--- src/rtl/cpu_pkg.sv ---
// Shared CPU definitions: PC source encodings, fixed vectors and helpers
// used by the fetch stage.
package cpu_pkg;

   typedef enum logic [2:0] {
      PCSRC_SEQ = 3'd0,
      PCSRC_BR  = 3'd1,
      PCSRC_J   = 3'd2,
      PCSRC_JR  = 3'd3
   } pcsrc_e;

   localparam logic [31:0] RESET_PC   = 32'h8000_0000;
   localparam logic [31:0] ILLOP_ADDR = 32'h8000_0004;
   localparam logic [31:0] XADR       = 32'h8000_0008;
   localparam logic [31:0] NOP_INSTR  = 32'h0000_0000;

   // Instruction addresses are word aligned; stray low bits are dropped.
   function automatic logic [31:0] word_align(input logic [31:0] addr);
      return {addr[31:2], 2'b00};
   endfunction

endpackage

--- src/rtl/next_pc_sel.sv ---
// Combinational next-PC priority mux; also qualifies the interrupt request
// and produces the EPC write enable/value.
module next_pc_sel
   import cpu_pkg::*;
(
   input  logic        reset_n_i,
   input  logic [31:0] pc_i,
   input  logic [31:0] id_pc_plus4_i,
   input  logic        pc_hold_i,
   input  logic        ex_br_taken_i,
   input  logic [31:0] ex_br_target_i,
   input  logic        undefine_i,
   input  logic        irq_i,
   input  logic [2:0]  id_pcsrc_i,
   input  logic [31:0] id_jump_target_i,
   input  logic [31:0] id_jr_target_i,
   output logic [31:0] pc_plus4_o,
   output logic [31:0] next_pc_o,
   output logic        epc_we_o,
   output logic [31:0] epc_wdata_o,
   output logic        irq_take_o
);

   logic id_jump;
   logic id_jr;
   logic irq_take;

   assign id_jump = (id_pcsrc_i == PCSRC_J);
   assign id_jr   = (id_pcsrc_i == PCSRC_JR);

   // Interrupts are only taken from user code, and only when nothing of
   // higher priority is redirecting fetch; a deferred Irq simply stays pending.
   assign irq_take = reset_n_i & irq_i & ~pc_i[31] & ~id_pc_plus4_i[31]
                   & ~pc_hold_i & ~ex_br_taken_i & ~undefine_i
                   & ~id_jump & ~id_jr;

   assign irq_take_o = irq_take;
   assign pc_plus4_o = pc_i + 32'd4;

   always_comb begin
      next_pc_o   = pc_plus4_o;
      epc_we_o    = 1'b0;
      epc_wdata_o = pc_i;
      if (pc_hold_i) begin
         next_pc_o = pc_i;
      end else if (ex_br_taken_i) begin
         next_pc_o = word_align(ex_br_target_i);
      end else if (undefine_i) begin
         next_pc_o   = ILLOP_ADDR;
         epc_we_o    = 1'b1;
         epc_wdata_o = id_pc_plus4_i;
      end else if (irq_take) begin
         next_pc_o   = XADR;
         epc_we_o    = 1'b1;
         epc_wdata_o = pc_i;
      end else if (id_jump) begin
         next_pc_o = word_align(id_jump_target_i);
      end else if (id_jr) begin
         next_pc_o = word_align(id_jr_target_i);
      end
   end

endmodule

--- src/rtl/if_stage.sv ---
// Instruction-fetch stage: PC register, IF/ID pipeline register and EPC,
// sequenced by hazard hold/flush and the branch/jump/exception redirects.
module if_stage
   import cpu_pkg::*;
(
   input  logic        clk,
   input  logic        reset,
   input  logic        PC_Hold,
   input  logic        IF_Hold,
   input  logic        IF_Flush,
   input  logic [2:0]  ID_PCSrc,
   input  logic [31:0] ID_JumpTarget,
   input  logic [31:0] ID_JrTarget,
   input  logic        EX_BranchTaken,
   input  logic [31:0] EX_BranchTarget,
   input  logic        Undefine,
   input  logic        Irq,
   input  logic [31:0] IMem_Data,
   output logic [31:0] IMem_Addr,
   output logic        IRQ_Take,
   output logic [31:0] ID_Instr,
   output logic [31:0] ID_PC_Plus4,
   output logic        ID_Valid,
   output logic [31:0] EPC
);

   logic [31:0] pc_q, pc_d;
   logic [31:0] instr_q, instr_d;
   logic [31:0] pc4_q, pc4_d;
   logic        valid_q, valid_d;
   logic [31:0] epc_q, epc_d;
   logic [31:0] pc_plus4;
   logic        epc_we;
   logic [31:0] epc_wdata;

   next_pc_sel u_next_pc_sel (
      .reset_n_i        (reset),
      .pc_i             (pc_q),
      .id_pc_plus4_i    (pc4_q),
      .pc_hold_i        (PC_Hold),
      .ex_br_taken_i    (EX_BranchTaken),
      .ex_br_target_i   (EX_BranchTarget),
      .undefine_i       (Undefine),
      .irq_i            (Irq),
      .id_pcsrc_i       (ID_PCSrc),
      .id_jump_target_i (ID_JumpTarget),
      .id_jr_target_i   (ID_JrTarget),
      .pc_plus4_o       (pc_plus4),
      .next_pc_o        (pc_d),
      .epc_we_o         (epc_we),
      .epc_wdata_o      (epc_wdata),
      .irq_take_o       (IRQ_Take)
   );

   // Flush beats hold so a killed instruction never lingers in ID.
   always_comb begin
      instr_d = instr_q;
      pc4_d   = pc4_q;
      valid_d = valid_q;
      epc_d   = epc_we ? epc_wdata : epc_q;
      if (IF_Flush) begin
         instr_d = NOP_INSTR;
         pc4_d   = pc_plus4;
         valid_d = 1'b0;
      end else if (!IF_Hold) begin
         instr_d = IMem_Data;
         pc4_d   = pc_plus4;
         valid_d = 1'b1;
      end
   end

   always_ff @(posedge clk or negedge reset) begin
      if (!reset) begin
         pc_q    <= RESET_PC;
         instr_q <= NOP_INSTR;
         pc4_q   <= RESET_PC;
         valid_q <= 1'b0;
         epc_q   <= 32'h0;
      end else begin
         pc_q    <= pc_d;
         instr_q <= instr_d;
         pc4_q   <= pc4_d;
         valid_q <= valid_d;
         epc_q   <= epc_d;
      end
   end

   assign IMem_Addr   = pc_q;
   assign ID_Instr    = instr_q;
   assign ID_PC_Plus4 = pc4_q;
   assign ID_Valid    = valid_q;
   assign EPC         = epc_q;

endmodule

--- config.mk ---
export PLATFORM = sky130hd
export DESIGN_NAME = if_stage
export DESIGN_NICKNAME = d
export VERILOG_FILES = /design/src/rtl/cpu_pkg.sv /design/src/rtl/next_pc_sel.sv /design/src/rtl/if_stage.sv
export SDC_FILE = /design/constraint.sdc
export NUM_CORES = 1
export LEC_CHECK = 0
export ABC_AREA = 0
export CAP_MARGIN = 40
export CORE_ASPECT_RATIO = 1.4
export CORE_MARGIN = 5
export CORE_UTILIZATION = 49
export DETAILED_ROUTE_END_ITERATION = 8
export PLACE_DENSITY_LB_ADDON = 0.05
export REMOVE_ABC_BUFFERS = 1
export SYNTH_ARGS = -nofsm -noshare
export SYNTH_HDL_FRONTEND = slang
export SYNTH_HIERARCHICAL = 1
export SYNTH_SLANG_ARGS = --single-unit
--- constraint.sdc ---
create_clock -name clk -period 4.5 [get_ports clk]
set_input_delay 0.675 -clock clk [delete_from_list [all_inputs] [get_ports clk]]
set_output_delay 0.675 -clock clk [all_outputs]
set_load 0.01 [all_outputs]
After elaboration in Yosys (flattened, before gate mapping)
Cells that the tools add are included.
{"block": "totals", "wordCells": 42, "reg_bits": 129, "output_inout_bits": 130, "input_bits": 139}
{"block": "classes", "add_sub_neg": 1, "n_bitwise": 15, "muxes": 18, "n_eq_ne": 3}
{"op": "$mux 32", "n": 12}
{"op": "$add 32x3->32 const B", "n": 1}
{"op": "$and 1x1->1", "n": 8}
{"op": "$not 1->1", "n": 7}
{"op": "$eq 3x2->1 const B", "n": 2}
{"op": "$mux 1", "n": 6}
{"op": "$ne 2x1->1 const B", "n": 1}

Logic depth before layout (Yosys ltp)
{"block": "logic_depth", "word_depth": 12, "ltp_mapped": 8, "mapped_depth_nobuf": 6}

Cells and area by module
Netlist, hierarchy kept.
{"mod": "if_stage", "instances": 1, "area_each_um2": 4640.7, "seq_area_each_um2": 3230.6, "cells_each": 276}
{"mod": "next_pc_sel", "instances": 1, "area_each_um2": 2602.5, "seq_area_each_um2": 0.0, "cells_each": 396}

Least setup slack after synthesis
No wires, ideal clock.
{"block": "synth_timing", "path_kind": "input to register", "startpoint": "in PC_Hold", "endpoint": "reg epc_q[10], in the netlist EPC[10]", "stages": 8, "path_slack_ns": 2.037, "t_required_ns": 4.375, "path_buffers": 3, "setup_time_ns": 0.125, "arrival_ns": 2.338, "path_cell_list": "clkbuf_8 > nand4bb_1 > nor2_1 > and3_1 > or2_2 > clkbuf_1 > buf_2 > mux2_2"}
{"block": "synth_via", "elab_chain_cells": 10, "elab_cells_between_ends": 11, "cone_classes": "5 x mux; 6 x bitwise"}
{"element": "from (decl)", "line_no": "if_stage.sv:8", "text": "input logic PC_Hold,"}
{"element": "$not 1->1", "line_no": "next_pc_sel.sv:34", "text": "& ~pc_hold_i & ~ex_br_taken_i & ~undefine_i"}
{"element": "$and 1x1->1 (3 in series)", "line_no": "next_pc_sel.sv:34"}
{"element": "$and 1x1->1 (2 in series)", "line_no": "next_pc_sel.sv:35", "text": "& ~id_jump & ~id_jr;"}
{"element": "named net IRQ_Take", "line_no": "if_stage.sv:20", "text": "output logic IRQ_Take,"}
{"element": "$mux 1", "line_no": "next_pc_sel.sv:52", "text": "end else if (irq_take) begin"}
{"element": "$mux 1", "line_no": "next_pc_sel.sv:48", "text": "end else if (undefine_i) begin"}
{"element": "$mux 1", "line_no": "next_pc_sel.sv:46", "text": "end else if (ex_br_taken_i) begin"}
{"element": "$mux 1", "line_no": "next_pc_sel.sv:44", "text": "if (pc_hold_i) begin"}
{"element": "named net epc_we", "line_no": "if_stage.sv:33", "text": "logic epc_we;"}
{"element": "to (signal assigned)", "line_no": "if_stage.sv:84", "text": "epc_q <= epc_d;"}
{"element": "to (decl)", "line_no": "if_stage.sv:31", "text": "logic [31:0] epc_q, epc_d;"}
The timed path passes the listed nets, and every way through them passes these cells.
A chain may end at the register's enable or synchronous reset.

Final worst setup path
{"block": "layout_timing", "startpoint": "in EX_BranchTaken", "endpoint": "out IRQ_Take"}
{"block": "layout_via", "elab_chain_cells": 5}
{"element": "from (decl)", "line_no": "if_stage.sv:14", "text": "input logic EX_BranchTaken,"}
{"element": "$not 1->1", "line_no": "next_pc_sel.sv:34"}
{"element": "$and 1x1->1 (2 in series)", "line_no": "next_pc_sel.sv:34"}
{"element": "$and 1x1->1 (2 in series)", "line_no": "next_pc_sel.sv:35"}
{"element": "to (decl)", "line_no": "if_stage.sv:20"}
Every way passes these cells.

==> metrics.txt <==
clock buffers created by TritonCTS 17; largest delay contributor family on the critical path buffers and inverters; Final Wtd Congestion 0.8199; Setup CP Type in -> out; CP Max Fanout 18; first-pass GRT wire length 37.07 mm; Port Buffer Count 262; Ant. Diodes 0; Bufs and invs on worst path 3; Synth async-reset ratio 100.0%; slowest CP cell clkdlybuf4s50_1; Seq/Total Area, Yosys 44.60%; Gate Count Post-Synth 672; Synth-to-Final Area Change 46.88%; Ys Warns 6; Die ar. 17350 sq um; Antenna Violating Nets Remaining 0; FP Rows 52; Post-synth EDFFs 0; maximum vdd drop 209.4 uV; DPL Wire Length 16.93 mm; initial antenna violation count 0; H-tree depth 4; cells traversed along the worst timing path clkdlybuf4s50_1, buf_4, nor2_1, and3_1, clkdlybuf4s50_1; synth top area cells dfrtp_1, mux2_2, mux2i_1, mux2_4, a21oi_1; fraction of layout instances using a drive strength above 1 17.75%; final worst-path cycle share 68.69%; Mapped Avg Cell Area 10.78 sq um; P_leak 4.594 nW; unique cell type count in the Yosys netlist 60; GRT Total Usage 26.81%; Clk Latency, worst-skew pair 0.41 ns; Filler Cells Inserted 1049; DR WL/cell 20.99 um; Max Cap Viol 0; Area after DPL 9993 sq um; DR vias 6448; GRT overflow 0; status finished clean; Final Cell Area 10640 sq um; drc violations 0; Power per Cell Area 382.8 nW/um^2; final net count 1063; drt total wl 23.60 mm; Hold Violations, Final 0; total power draw 0.004072 W; delay of the slowest critical-path stage 0.56 ns; Min Hold Slack 0.1250 ns; crit start category primary input; slew margin rel. 41.66%; TritonCTS clock tree yes; clock net sink count 129; vias in the first global route 6883; I/O pin cnt 269; clk_skew 0.01360 ns; Worst Path Arrival 2.42 ns; post-CTS setup buffers 0; most used cell along the critical path clkdlybuf4s50_1; Worst-path clk slew 0.06 ns; largest net degree at the start of global routing 68; count leader, synth dfrtp_1; PostCTS Resize Cnt 0; Clock Tree Root clkbuf_16; RSZ-0062 raised after global routing false; Final Util 73.33%; final period demand of the worst path 3.091 ns; CORE AREA 14510 sq um; Setup Viol. Count Final 0; synth cell count leaders dfrtp_1, mux2_2, mux2i_1; largest area contributor in the netlist dfrtp_1; maximum clock path buffer count 2; Critical Path RT 3.83 ns; Peak Freq 0.3235 GHz; crit end category primary output; first-pass iteration count of the detailed router 8; Main synth FF type dfrtp_1; class of the worst hold path in -> async; synthesized area 7243 sq um; Final Max Slew Viols 0; height of the die 153.9 um; Iter 0 DRT Violations 460; Synth top area share 43.88%; #FFs+latches synth 129; Horiz. Die Dim 112.8 um; CTS Hold Bufs 0; Setup TNS 0 ns; Via density 5.737; Worst Tran Pin Value 0.8712 ns; Initial Util 49.92%
cell usage in the layout, fill, tap and decap left out, drive strengths merged, types with 13 or more instances in the layout:
cell type	instances
dfrtp	127
clkbuf	21
o21ai	34
nor2	52
buf	22
mux2i	54
nand3	17
nand2	51
xnor2	20
a21oi	46
inv	13
mux2	97
clkdlybuf4s50	258
cell type report:
cell class	instances	area, sq um	share of cell area (%)
multi-input cells	483	3689	34.67
inverters	11	41.29	0.3881
clock inverters	11	175.2	1.646
clock buffers	21	470.5	4.422
well taps	189	236.5	2.223
flip-flops and latches	129	3231	30.37
repair buffers	280	2796	26.28
stage by stage:
stage	setup WS, ns	instances
finish	1.409	1124
floorplan	1.481	623
detailed placement	1.462	1092
CTS	1.430	1124
global route	1.322	1124
global placement	1.398	1089
final timing paths:
check,depth (start not counted),slack [ns],startpoint,end
worst min-delay path,1,0.12,reset,ID_Instr[13]
max in group asynchronous,3,3.56,reset,ID_PC_Plus4[23]
worst max register to register,7,1.86,IMem_Addr[2],IMem_Addr[30]
min in group clk,1,0.50,EPC[5],EPC[5]
worst min register to register,1,0.50,EPC[5],EPC[5]
worst max-delay path,5,1.41,EX_BranchTaken,IRQ_Take
worst register-to-register path: stages (launching register included):
cell and delay (ns):
dfrtp_1 0.56, ha_1 0.39, nand3_1 0.12, nor4_1 0.20
buf_4 0.21, nor3b_1 0.54, mux2i_1 0.17, a211oi_1 0.34
registers in the layout, indices dropped and copies added (netlist names):
name,count
ID_PC_Plus4,32
IMem_Addr,32
EPC,32
ID_Valid,1
ID_Instr,32
kinds of logic (layout without fill, tap and decap cells):
logic type,Yosys count,count (layout),synth area share [%]
AND/OR/NAND/NOR,177,177,12.42
multiplexers,151,151,24.10
buffers and inverters,60,323,4.526
XOR/XNOR,28,28,3.386
AO/OA/AOI/OAI,125,125,10.62
adder cells (fa/ha/maj),2,2,0.3454
flip-flops,129,129,44.60
per-layer routing:
metal	routed length, um	track usage (%)	up-vias
met4	504	9.393	0
met2	12280	47.40	303
met5	0	0	-
li1	-	-	2934
met1	9062	31.59	3180
met3	1749	6.331	31
power breakdown:
group          switching [W]  internal [W]  total [W]  leakage [nW]
clock network       0.000528      0.000977    0.00150         0.310
logic               0.000421      0.000643    0.00106          2.65
registers           0.000171       0.00133    0.00150          1.63
total                0.00112       0.00295    0.00407          4.59
Power figures use the tool's default switching activity.
